### src/rtl/per_pkg.sv
// Shared definitions for the peripheral return-path transmitter.
package per_pkg;

    localparam int DATA_W_DEF     = 4;
    localparam int FIFO_DEPTH_DEF = 4;

    typedef enum logic [1:0] {
        S_IDLE    = 2'd0,
        S_SEND    = 2'd1,
        S_RELEASE = 2'd2
    } state_t;

endpackage

### src/rtl/per_fifo.sv
// Small circular buffer holding words waiting for the CPU handshake.
module per_fifo
    import per_pkg::*;
#(
    parameter int DATA_W     = DATA_W_DEF,
    parameter int FIFO_DEPTH = FIFO_DEPTH_DEF,
    localparam int PW        = $clog2(FIFO_DEPTH),
    localparam int CW        = PW + 1
) (
    input  logic              clk,
    input  logic              rst_n,
    input  logic              push,
    input  logic              pop,
    input  logic [DATA_W-1:0] wdata,
    output logic [DATA_W-1:0] rdata,
    output logic [CW-1:0]     count,
    output logic              full,
    output logic              empty
);

    logic [DATA_W-1:0] mem_q [FIFO_DEPTH];
    logic [PW-1:0]     wr_ptr_q, wr_ptr_d;
    logic [PW-1:0]     rd_ptr_q, rd_ptr_d;
    logic [CW-1:0]     count_q, count_d;
    logic              push_ok;
    logic              pop_ok;

    assign full  = (count_q == CW'(FIFO_DEPTH));
    assign empty = (count_q == '0);
    assign count = count_q;
    assign rdata = mem_q[rd_ptr_q];

    // A push while full is dropped even if a pop frees a slot this cycle.
    always_comb begin
        push_ok  = push && !full;
        pop_ok   = pop && !empty;
        wr_ptr_d = wr_ptr_q;
        rd_ptr_d = rd_ptr_q;
        count_d  = count_q;
        if (push_ok) begin
            wr_ptr_d = wr_ptr_q + PW'(1);
        end
        if (pop_ok) begin
            rd_ptr_d = rd_ptr_q + PW'(1);
        end
        case ({push_ok, pop_ok})
            2'b10:   count_d = count_q + CW'(1);
            2'b01:   count_d = count_q - CW'(1);
            default: count_d = count_q;
        endcase
    end

    always_ff @(posedge clk or negedge rst_n) begin
        if (!rst_n) begin
            wr_ptr_q <= '0;
            rd_ptr_q <= '0;
            count_q  <= '0;
        end else begin
            wr_ptr_q <= wr_ptr_d;
            rd_ptr_q <= rd_ptr_d;
            count_q  <= count_d;
        end
    end

    always_ff @(posedge clk) begin
        if (push_ok) begin
            mem_q[wr_ptr_q] <= wdata;
        end
    end

endmodule

### src/rtl/periferico_tx.sv
// Drains the local FIFO to the CPU over a 4-phase send/ack handshake.
module periferico_tx
    import per_pkg::*;
#(
    parameter int DATA_W     = DATA_W_DEF,
    parameter int FIFO_DEPTH = FIFO_DEPTH_DEF,
    localparam int CW        = $clog2(FIFO_DEPTH) + 1
) (
    input  logic              per_clock,
    input  logic              per_reset,
    input  logic              per_wr_en,
    input  logic [DATA_W-1:0] per_wr_data,
    output logic              per_full,
    output logic [CW-1:0]     per_count,
    output logic              per_ovf,
    output logic              per_send,
    input  logic              per_ack,
    output logic [DATA_W-1:0] per_dados
);

    state_t            state_q, state_d;
    logic              send_q, send_d;
    logic [DATA_W-1:0] dados_q, dados_d;
    logic              ovf_q, ovf_d;
    logic              pop;
    logic              empty;
    logic [DATA_W-1:0] head;

    per_fifo #(
        .DATA_W     (DATA_W),
        .FIFO_DEPTH (FIFO_DEPTH)
    ) u_fifo (
        .clk   (per_clock),
        .rst_n (per_reset),
        .push  (per_wr_en),
        .pop   (pop),
        .wdata (per_wr_data),
        .rdata (head),
        .count (per_count),
        .full  (per_full),
        .empty (empty)
    );

    // A still-high ack from the previous word blocks the next send.
    always_comb begin
        state_d = state_q;
        send_d  = send_q;
        dados_d = dados_q;
        ovf_d   = ovf_q | (per_wr_en & per_full);
        pop     = 1'b0;
        case (state_q)
            S_IDLE: begin
                if (!empty && !per_ack) begin
                    dados_d = head;
                    send_d  = 1'b1;
                    pop     = 1'b1;
                    state_d = S_SEND;
                end
            end
            S_SEND: begin
                if (per_ack) begin
                    send_d  = 1'b0;
                    state_d = S_RELEASE;
                end
            end
            S_RELEASE: begin
                if (!per_ack) begin
                    state_d = S_IDLE;
                end
            end
            default: begin
                send_d  = 1'b0;
                state_d = S_IDLE;
            end
        endcase
    end

    always_ff @(posedge per_clock or negedge per_reset) begin
        if (!per_reset) begin
            state_q <= S_IDLE;
            send_q  <= 1'b0;
            dados_q <= '0;
            ovf_q   <= 1'b0;
        end else begin
            state_q <= state_d;
            send_q  <= send_d;
            dados_q <= dados_d;
            ovf_q   <= ovf_d;
        end
    end

    assign per_send  = send_q;
    assign per_dados = dados_q;
    assign per_ovf   = ovf_q;

endmodule

### config.mk
export PLATFORM = sky130hd
export DESIGN_NAME = periferico_tx
export DESIGN_NICKNAME = d
export VERILOG_FILES = /design/src/rtl/per_pkg.sv /design/src/rtl/per_fifo.sv /design/src/rtl/periferico_tx.sv
export SDC_FILE = /design/constraint.sdc
export NUM_CORES = 1
export LEC_CHECK = 0
export ABC_CLOCK_PERIOD_IN_PS = 3100
export BUFFER_PORTS_ARGS = -buffer_cell sky130_fd_sc_hd__buf_4
export CAP_MARGIN = 30
export CORE_AREA = 2 2 61 63
export CTS_BUF_LIST = sky130_fd_sc_hd__clkbuf_4
export DETAILED_ROUTE_END_ITERATION = 10
export DIE_AREA = 0 0 63 65
export PLACE_DENSITY = 0.56
export SKIP_CTS_REPAIR_TIMING = 1
export SYNTH_ARGS = -nofsm -noshare
export SYNTH_HDL_FRONTEND = slang
export SYNTH_HIERARCHICAL = 1
export SYNTH_SLANG_ARGS = --single-unit
export TNS_END_PERCENT = 100
### constraint.sdc
create_clock -name per_clock -period 3.1 [get_ports per_clock]
set_input_delay 0.775 -clock per_clock [delete_from_list [all_inputs] [get_ports per_clock]]
set_output_delay 0.775 -clock per_clock [all_outputs]
set_load 0.1 [all_outputs]
==> qor.yml, run 1 <==
outcome:
  status: "finished, final reports clean"
run:
  maxCapViolations: 0
grt:
  grt.total_usage_pct: 11.98
  antenna_found_initial: 0
  grt_pass1_wl_um: 3560
  grt_pass1_vias: 774
  grt_max_degree: 16
  overflow: 0
final_layout:
  finalNonFillerCells: 151
  ff_latch_area_um2: 855.8
  multi_input_area_um2: 439.2
  fin_area_mm2: 0.001559
  drive_gt1_share_pct: 38.83
  fin_nets: 117
  antenna_cells: 0
  fillers: 329
  syn_to_final_growth_pct: 17.22
synth:
  synth_common_cells: "edfxtp_1, dfrtp_1, inv_1"
  async_flop_share_pct: 48.39
  yosysTopAreaCell: "edfxtp_1"
  synth.area.top_cells: "edfxtp_1, dfrtp_1, mux4_2"
  synth_area_per_cell_um2: 16.63
  synth_top_area_share_pct: 36.12
  synth-seq-area-share_pct: 64.35
  synth-seq-cells: 31
  synth_cell_types: 25
  postSynthNetCount: 94
  synthMostInstantiatedCell: "edfxtp_1"
  synth_edf_count: 16
  synthesis.area_mm2: 0.001330
  synth_cells: 80
  synthFlopType: "edfxtp_1"
  synth-warning-count: 6
setup_path:
  crit_path_max_fanout: 6
  cp_data_arrival_time_ns: 2.67
  cp-end-kind: "flop"
  startpoint_type: "flop"
  required_ns: 3.35
  rrSetupSlack_ns: 0.68
  worstSetupPathType: "reg -> reg"
floorplanning:
  rows: 22
  io_pins: 18
  die_w_um: 63
  dieArea_mm2: 0.004095
  core-area_mm2: 0.003496
  die_y_um: 65
  initial_utilization_pct: 38.05
sta:
  fin_crit_sh_pct: 78.20
  slew-limit-headroom_pct: 64.72
  fin_tns_setup_ns: 0
  finalHoldViolCount: 0
  drv_slew: 0
  skew_ns: 0.007332
  rsz0062_at_grt: "no"
  max_freq_mhz: 412.5
  setup_viol: 0
  worst_slew_pin_slew_ns: 0.5251
  setup_ws_ns: 0.6759
  min_period_ns: 2.424
place:
  dp_hpwl_um: 1601
  dp_cells: 144
  port_buffers: 17
  placed_area_mm2: 0.001513
  dp_worst_setup_slack_ns: 0.4203
  gp_congestion: 0.7307
clock_network:
  clk-insertion-delay-late_ns: 0.32
  clk_path_buf_depth: 2
  cts_tree: "built"
  htree_levels: 2
  clkSlewWorstSetupHoldPaths_ns: 0.09
  clockRootBuffer: "clkbuf_4"
  cts.sinks: 31
  cts_made_buffers: 5
detailed_routing:
  vias: 699
  drt_iter0_drc: 24
  drc: 0
  vias_per_cell: 4.629
  ant_nets: 0
  wl_um: 2103
  first_pass_iters: 4
  wl_per_cell_um: 13.93
hold_path:
  hold_path_class: "in -> async"
[registers in the layout, summed over array words and instances, names as in the netlist]
signal and flops:
per_dados 4, u_fifo/wr_ptr_q 2, u_fifo/mem_q 16, per_ovf 1, u_fifo/rd_ptr_q 2, per_send 1
state_q 2, u_fifo/count 3
[worst paths after layout]
check                                             from                             end  cells after the start
setup / recovery           u_fifo/count[0]$_DFFE_PN0P_     u_fifo/count[2]$_DFFE_PN0P_                      9
hold / removal                               per_reset        per_dados[2]$_DFFE_PN0P_                      1
setup reg to reg           u_fifo/count[0]$_DFFE_PN0P_     u_fifo/count[2]$_DFFE_PN0P_                      9
hold reg to reg                      per_ovf$_DFF_PN0_               per_ovf$_DFF_PN0_                      1
max in group asynchronous                    per_reset  u_fifo/wr_ptr_q[0]$_DFFE_PN0P_                      1
min in group per_clock               per_ovf$_DFF_PN0_               per_ovf$_DFF_PN0_                      1
[kinds of logic after synthesis]
kind of cell	after synthesis	synth area share, %
adders and majority gates	6	6.209
and+or+nand+nor	12	7.056
xor gates and xnor gates	7	4.610
AOI/OAI and AO/OA	5	3.105
DFF	31	64.35
buffers and inverters	9	2.634
muxes	10	12.04
[layout by cell type, fill, tap and decap left out, types with 2 or more instances in the layout]
cell,n
edfxtp_1,16
mux2_2,4
xnor2_1,3
and3_2,4
xor2_1,4
ha_1,5
inv_1,8
clkbuf_4,5
nor2_1,2
dfrtp_1,15
buf_4,17
mux4_2,4
[routing by layer]
layer	GRT usage [%]	part of all wire, %
met1	14.12	43
met2	19.55	52
met3	3.646	4.3
met4	6.667	1.5
met5	0	0
[stage by stage]
stage / utilization [%] / hold WS, ns
3_3_place_gp: 43.27 / 0.4415
4_1_cts: 44.60 / 0.2879
3_5_place_dp: 43.27 / 0.4532
6_report: 44.60 / 0.2961
2_1_floorplan: - / 0.4794
5_1_grt: 44.60 / 0.2874
[cell type report]
cell class	count	share of cell area, %
flip-flops and latches	31	54.90
multi-input cells	40	28.17
repair buffers	17	8.186
well taps	48	3.852
clock buffers	5	2.408
inverters	8	1.926
clock inverters	2	0.5618
[critical path: stages, from the launching register on]
cell	delay [ns]
dfrtp_1	0.47
nor3_1	0.16
nor4_4	0.44
o31a_2	0.26
ha_1	0.18
inv_1	0.06
fa_1	0.37
xor2_1	0.15
nor2_1	0.12
xor2_1	0.15
Power of run 1 is not shown: default switching activity piles up to over one toggle a cycle in this logic, so the estimate is an artifact.
==> run 2: changes to the inputs <==
--- a/config.mk
+++ b/config.mk
@@ -5,7 +5,7 @@
 export SDC_FILE = /design/constraint.sdc
 export NUM_CORES = 1
 export LEC_CHECK = 0
-export ABC_CLOCK_PERIOD_IN_PS = 3100
+export ABC_CLOCK_PERIOD_IN_PS = 2300
 export BUFFER_PORTS_ARGS = -buffer_cell sky130_fd_sc_hd__buf_4
 export CAP_MARGIN = 30
 export CORE_AREA = 2 2 61 63
==> constraint.sdc (replaced) <==
create_clock -name per_clock -period 2.3 [get_ports per_clock]
set_input_delay 0.575 -clock per_clock [delete_from_list [all_inputs] [get_ports per_clock]]
set_output_delay 0.575 -clock per_clock [all_outputs]
set_load 0.1 [all_outputs]
==> qor.yml, run 2 (synthesized netlist as in run 1, its figures left out) <==
setup_path:
  cp_slowest_cell: "dfrtp_4"  # was dfrtp_1
  crit_start: "u_fifo/count[0]$_DFFE_PN0P_"  # unchanged
  worstSetupPathType: "reg -> out"  # was reg -> reg
  startpoint_type: "flop"  # unchanged
  r2r_start: "u_fifo/count[0]$_DFFE_PN0P_"  # unchanged
  cp-end-kind: "output port"  # was flop
  rrSetupSlack_ns: 0.10  # was 0.68 ns
  cpPeakStageDelay_ns: 0.53  # was 0.47 ns
  crit_chain: "or3b_4 -> inv_1 -> buf_4"  # was nor3_1 -> nor4_4 -> o31a_2 -> ha_1 -> inv_1 -> fa_1 -> xor2_1 -> nor2_1 -> xor2_1
  crit_family: "flip-flops"  # was simple AND/OR/NAND/NOR gates
  required_ns: 1.73  # was 3.35 ns
  path_buf_inv: 2  # was 1
  crit_path_max_fanout: 6  # unchanged
  cp_data_arrival_time_ns: 1.66  # was 2.67 ns
detailed_routing:
  drc: 0  # unchanged
  vias: 709  # was 699
  wl_per_cell_um: 13.25  # was 13.93 um
  first_pass_iters: 3  # was 4
  ant_nets: 0  # unchanged
  vias_per_cell: 4.574  # was 4.629
  wl_um: 2053  # was 2103 um
  drt_iter0_drc: 7  # was 24
clock_network:
  cts_tree: "built"  # unchanged
  cts_made_buffers: 5  # unchanged
  clockRootBuffer: "clkbuf_4"  # unchanged
  clk_path_buf_depth: 2  # unchanged
  cts.sinks: 31  # unchanged
  htree_levels: 2  # unchanged
  clk-insertion-delay-late_ns: 0.33  # was 0.32 ns
  clkSlewWorstSetupHoldPaths_ns: 0.10  # was 0.09 ns
sta:
  max_freq_mhz: 447.7
  min_period_ns: 2.234
  setup_viol: 0  # unchanged
  slew-limit-headroom_pct: 77.78  # was 64.72%
  fin_crit_sh_pct: 97.11
  drv_slew: 0  # unchanged
  worst_slew_pin_slew_ns: 0.3334  # was 0.5251 ns
  skew_ns: 0.008619  # was 0.007332 ns
  fin_tns_setup_ns: 0  # unchanged
  finalHoldViolCount: 0  # unchanged
final_layout:
  layout_common_cells: "buf_4, edfxtp_1, dfrtp_1"  # unchanged
  utilization_pct: 47.17  # was 44.60%
  largest_reg_flops: 16  # unchanged
  largest-register: "u_fifo/mem_q"  # unchanged
  layout_commonest_cell: "buf_4"  # unchanged
  multi_input_area_um2: 465.4  # was 439.2 um^2
  antenna_cells: 0  # unchanged
  syn_to_final_growth_pct: 23.99  # was 17.22%
  drive_gt1_share_pct: 47.66  # was 38.83%
  fillers: 324  # was 329
  fin_nets: 120  # was 117
  ff_latch_area_um2: 867.1  # was 855.8 um^2
grt:
  grt_pass1_wl_um: 3519  # was 3560 um
  overflow: 0  # unchanged
  grt_pass1_vias: 731  # was 774
  antenna_found_initial: 0  # unchanged
  grt.total_usage_pct: 12.01  # was 11.98%
  grt_max_degree: 16  # unchanged
floorplanning:
  io_pins: 18  # unchanged
  dieArea_mm2: 0.004095  # unchanged
  rows: 22  # unchanged
  die_y_um: 65  # unchanged
  die_w_um: 63  # unchanged
  core-area_mm2: 0.003496  # unchanged
  initial_utilization_pct: 38.05  # unchanged
place:
  dp_hpwl_um: 1510  # was 1601 um
  gp_congestion: 0.7376  # was 0.7307
  port_buffers: 17  # unchanged
hold_path:
  hold_path_class: "in -> async"  # unchanged
run:
  maxCapViolations: 0  # unchanged
outcome:
  status: "finished, final reports clean"  # unchanged
-- run 2: cell type report --
| cell class | count | area share [%] |
|---|---|---|
| sequential | 31 | 52.58 |
| clock inverter | 3 | 2.352 |
| inverter | 8 | 1.821 |
| clock buffer | 5 | 2.276 |
| multi-input combinational | 40 | 28.22 |
| timing repair buffer | 20 | 9.105 |
| tap | 48 | 3.642 |
-- run 2: per-stage QoR --
| step | hold WS (ns) | cell area [um^2] | setup slack, ns | cells |
|---|---|---|---|---|
| final | 0.08082 | 1649 | 0.06642 | 155 |
| after global routing | 0.06109 | 1649 | -0.01634 | 155 |
| after CTS | 0.07726 | 1642 | 0.04477 | 154 |
| after detailed placement | 0.4453 | 1565 | 0.04274 | 146 |
| after global placement | 0.4423 | 1565 | 0.08066 | 146 |
| after floorplan | 0.2794 | 1368 | -0.008807 | 80 |
-- run 2: path summary, 6_finish.rpt --
check,to,depth (start not counted)
min reg2reg,per_ovf$_DFF_PN0_,1
max reg2reg,u_fifo/count[2]$_DFFE_PN0P_,9
max,per_full,3
min in group per_clock,u_fifo/mem_q[0][1]$_DFFE_PP_,1
min,u_fifo/count[0]$_DFFE_PN0P_,1
max in group asynchronous,u_fifo/count[2]$_DFFE_PN0P_,1
-- run 2: metal layers --
| metal | up-vias | share of wire (%) | GRT usage [%] |
|---|---|---|---|
| met3 | 5 | 5.7 | 5.382 |
| met5 | - | 0 | 0 |
| li1 | 338 | - | - |
| met1 | 347 | 46 | 13.89 |
| met2 | 19 | 46 | 19.02 |
| met4 | 0 | 1.9 | 5.833 |
Power of run 2 is left out for the same reason.
==> run 3: changes to the inputs <==
--- a/config.mk
+++ b/config.mk
@@ -12,6 +12,7 @@
 export CTS_BUF_LIST = sky130_fd_sc_hd__clkbuf_4
 export DETAILED_ROUTE_END_ITERATION = 10
 export DIE_AREA = 0 0 63 65
+export HOLD_SLACK_MARGIN = 0.12
 export PLACE_DENSITY = 0.56
 export SKIP_CTS_REPAIR_TIMING = 1
 export SYNTH_ARGS = -nofsm -noshare
==> qor.yml, run 3 (synthesized netlist as in run 1, its figures left out) <==
setup_path:
  path_buf_inv: 2  # unchanged
  r2r-end: "u_fifo/count[2]$_DFFE_PN0P_"  # unchanged
  required_ns: 1.73  # about the same
  r2r_start: "u_fifo/count[0]$_DFFE_PN0P_"  # unchanged
  reg2reg_depth: 9  # unchanged
  cpPeakStageDelay_ns: 0.53  # about the same
  crit_path_max_fanout: 6  # unchanged
  rrSetupSlack_ns: 0.10  # about the same
  cp-end-kind: "output port"  # unchanged
  cp_data_arrival_time_ns: 1.66  # about the same
  worstSetupPathType: "reg -> out"  # unchanged
  crit_family: "flip-flops"  # unchanged
  cp_slowest_cell: "dfrtp_4"  # unchanged
  crit_chain: "or3b_4 -> inv_1 -> buf_4"  # unchanged
  startpoint_type: "flop"  # unchanged
floorplanning:
  rows: 22  # unchanged
  die_w_um: 63  # unchanged
  die_y_um: 65  # unchanged
  initial_utilization_pct: 38.05  # unchanged
  io_pins: 18  # unchanged
  dieArea_mm2: 0.004095  # unchanged
  core-area_mm2: 0.003496  # unchanged
run:
  maxCapViolations: 0  # unchanged
final_layout:
  layout_commonest_cell: "buf_4"  # unchanged
  fillers: 321  # was 324
  largest_reg_flops: 16  # unchanged
  multi_input_area_um2: 465.4  # unchanged
  largest-register: "u_fifo/mem_q"  # unchanged
  syn_to_final_growth_pct: 24.74  # was 23.99%
  fin_nets: 121  # was 120
  utilization_pct: 47.46  # was 47.17%
  layout_common_cells: "buf_4, edfxtp_1, dfrtp_1"  # unchanged
  antenna_cells: 0  # unchanged
  ff_latch_area_um2: 867.1  # unchanged
  drive_gt1_share_pct: 47.22  # was 47.66%
place:
  port_buffers: 17  # unchanged
  dp_worst_setup_slack_ns: 0.04274  # unchanged
  dp_hpwl_um: 1510  # unchanged
  gp_congestion: 0.7376  # unchanged
clock_network:
  clockRootBuffer: "clkbuf_4"  # unchanged
  cts_made_buffers: 5  # unchanged
  cts_tree: "built"  # unchanged
  clk-insertion-delay-late_ns: 0.33  # about the same
  cts.sinks: 31  # unchanged
  clkSlewWorstSetupHoldPaths_ns: 0.10  # about the same
  clk_path_buf_depth: 2  # unchanged
  htree_levels: 2  # unchanged
sta:
  drv_slew: 0  # unchanged
  worst_slew_pin_slew_ns: 0.3367  # was 0.3334 ns
  min_period_ns: 2.233  # was 2.234 ns
  setup_ws_ns: 0.06666  # was 0.06642 ns
  whs_ns: 0.4401  # was 0.08082 ns
  fin_crit_sh_pct: 97.10  # was 97.11%
  skew_ns: 0.008572  # was 0.008619 ns
  finalHoldViolCount: 0  # unchanged
  slew-limit-headroom_pct: 77.56  # was 77.78%
  max_freq_mhz: 447.8  # was 447.7 MHz
  setup_viol: 0  # unchanged
detailed_routing:
  drt_iter0_drc: 8  # was 7
  first_pass_iters: 2  # was 3
  drc: 0  # unchanged
  vias_per_cell: 4.551  # was 4.574
  wl_um: 2065  # was 2053 um
  ant_nets: 0  # unchanged
  wl_per_cell_um: 13.24  # was 13.25 um
  vias: 710  # was 709
grt:
  grt_max_degree: 16  # unchanged
  grt_pass1_wl_um: 3519  # unchanged
  overflow: 0  # unchanged
  grt.total_usage_pct: 12.01  # unchanged
  grt_pass1_vias: 731  # unchanged
  antenna_found_initial: 0  # unchanged
hold_path:
  holdPathStages: 1
  holdPathEnd: "u_fifo/mem_q[0][1]$_DFFE_PP_"
  hp-start: "per_wr_data[1]"
  hold_path_class: "in -> reg"  # was in -> async
outcome:
  status: "finished, final reports clean"  # unchanged
## run 3: changes by cell type in the layout (fill, tap and decap cells not counted)
cell / before / now
dlygate4sd3_1: 0 / 1
## run 3: per-layer routing
layer  share of wire [%]  up-vias  GRT usage (%)
met5                   0        -              0
met4                 1.9        0          5.833
met3                 5.6        5          5.382
met2                  46       19          19.02
met1                  46      347          13.89
li1                    -      339              -
## run 3: worst register-to-register path, stage by stage (launching register included)
cell     delay, ns
dfrtp_4       0.53
or3b_4        0.42
and2_4        0.19
inv_2         0.07
ha_4          0.14
inv_1         0.05
fa_2          0.33
xor2_1        0.15
nor2_1        0.11
xor2_1        0.15
## run 3: worst max path at each step
| stage | start | end | slack [ns] | depth (start not counted) |
|---|---|---|---|---|
| after global routing | u_fifo/count[0]$_DFFE_PN0P_ | u_fifo/count[2]$_DFFE_PN0P_ | -0.02 | 9 |
| final | u_fifo/count[0]$_DFFE_PN0P_ | per_full | 0.07 | 3 |
| after CTS | u_fifo/count[0]$_DFFE_PN0P_ | per_full | 0.04 | 3 |
| after global placement | per_ack | u_fifo/count[2]$_DFFE_PN0P_ | 0.08 | 9 |
| after floorplan | u_fifo/count[2]$_DFFE_PN0P_ | u_fifo/count[2]$_DFFE_PN0P_ | -0.009 | 9 |
| after detailed placement | per_ack | u_fifo/count[2]$_DFFE_PN0P_ | 0.04 | 9 |
## run 3: cell type report
type                       instances  area share, %
sequential                        31          52.26
multi-input combinational         40          28.05
timing repair buffer              21          9.653
tap                               48          3.620
clock inverter                     3          2.338
clock buffer                       5          2.262
inverter                           8          1.810
## run 3: stage by stage
step / area, um^2 / TNS, ns / cells
5_1_grt: 1659 / -0.01634 / 156
6_report: 1659 / 0 / 156
3_3_place_gp: 1565 / 0 / 146
3_5_place_dp: 1565 / 0 / 146
4_1_cts: 1642 / 0 / 154
2_1_floorplan: 1368 / -0.008807 / 80
Power of run 3 is left out for the same reason.
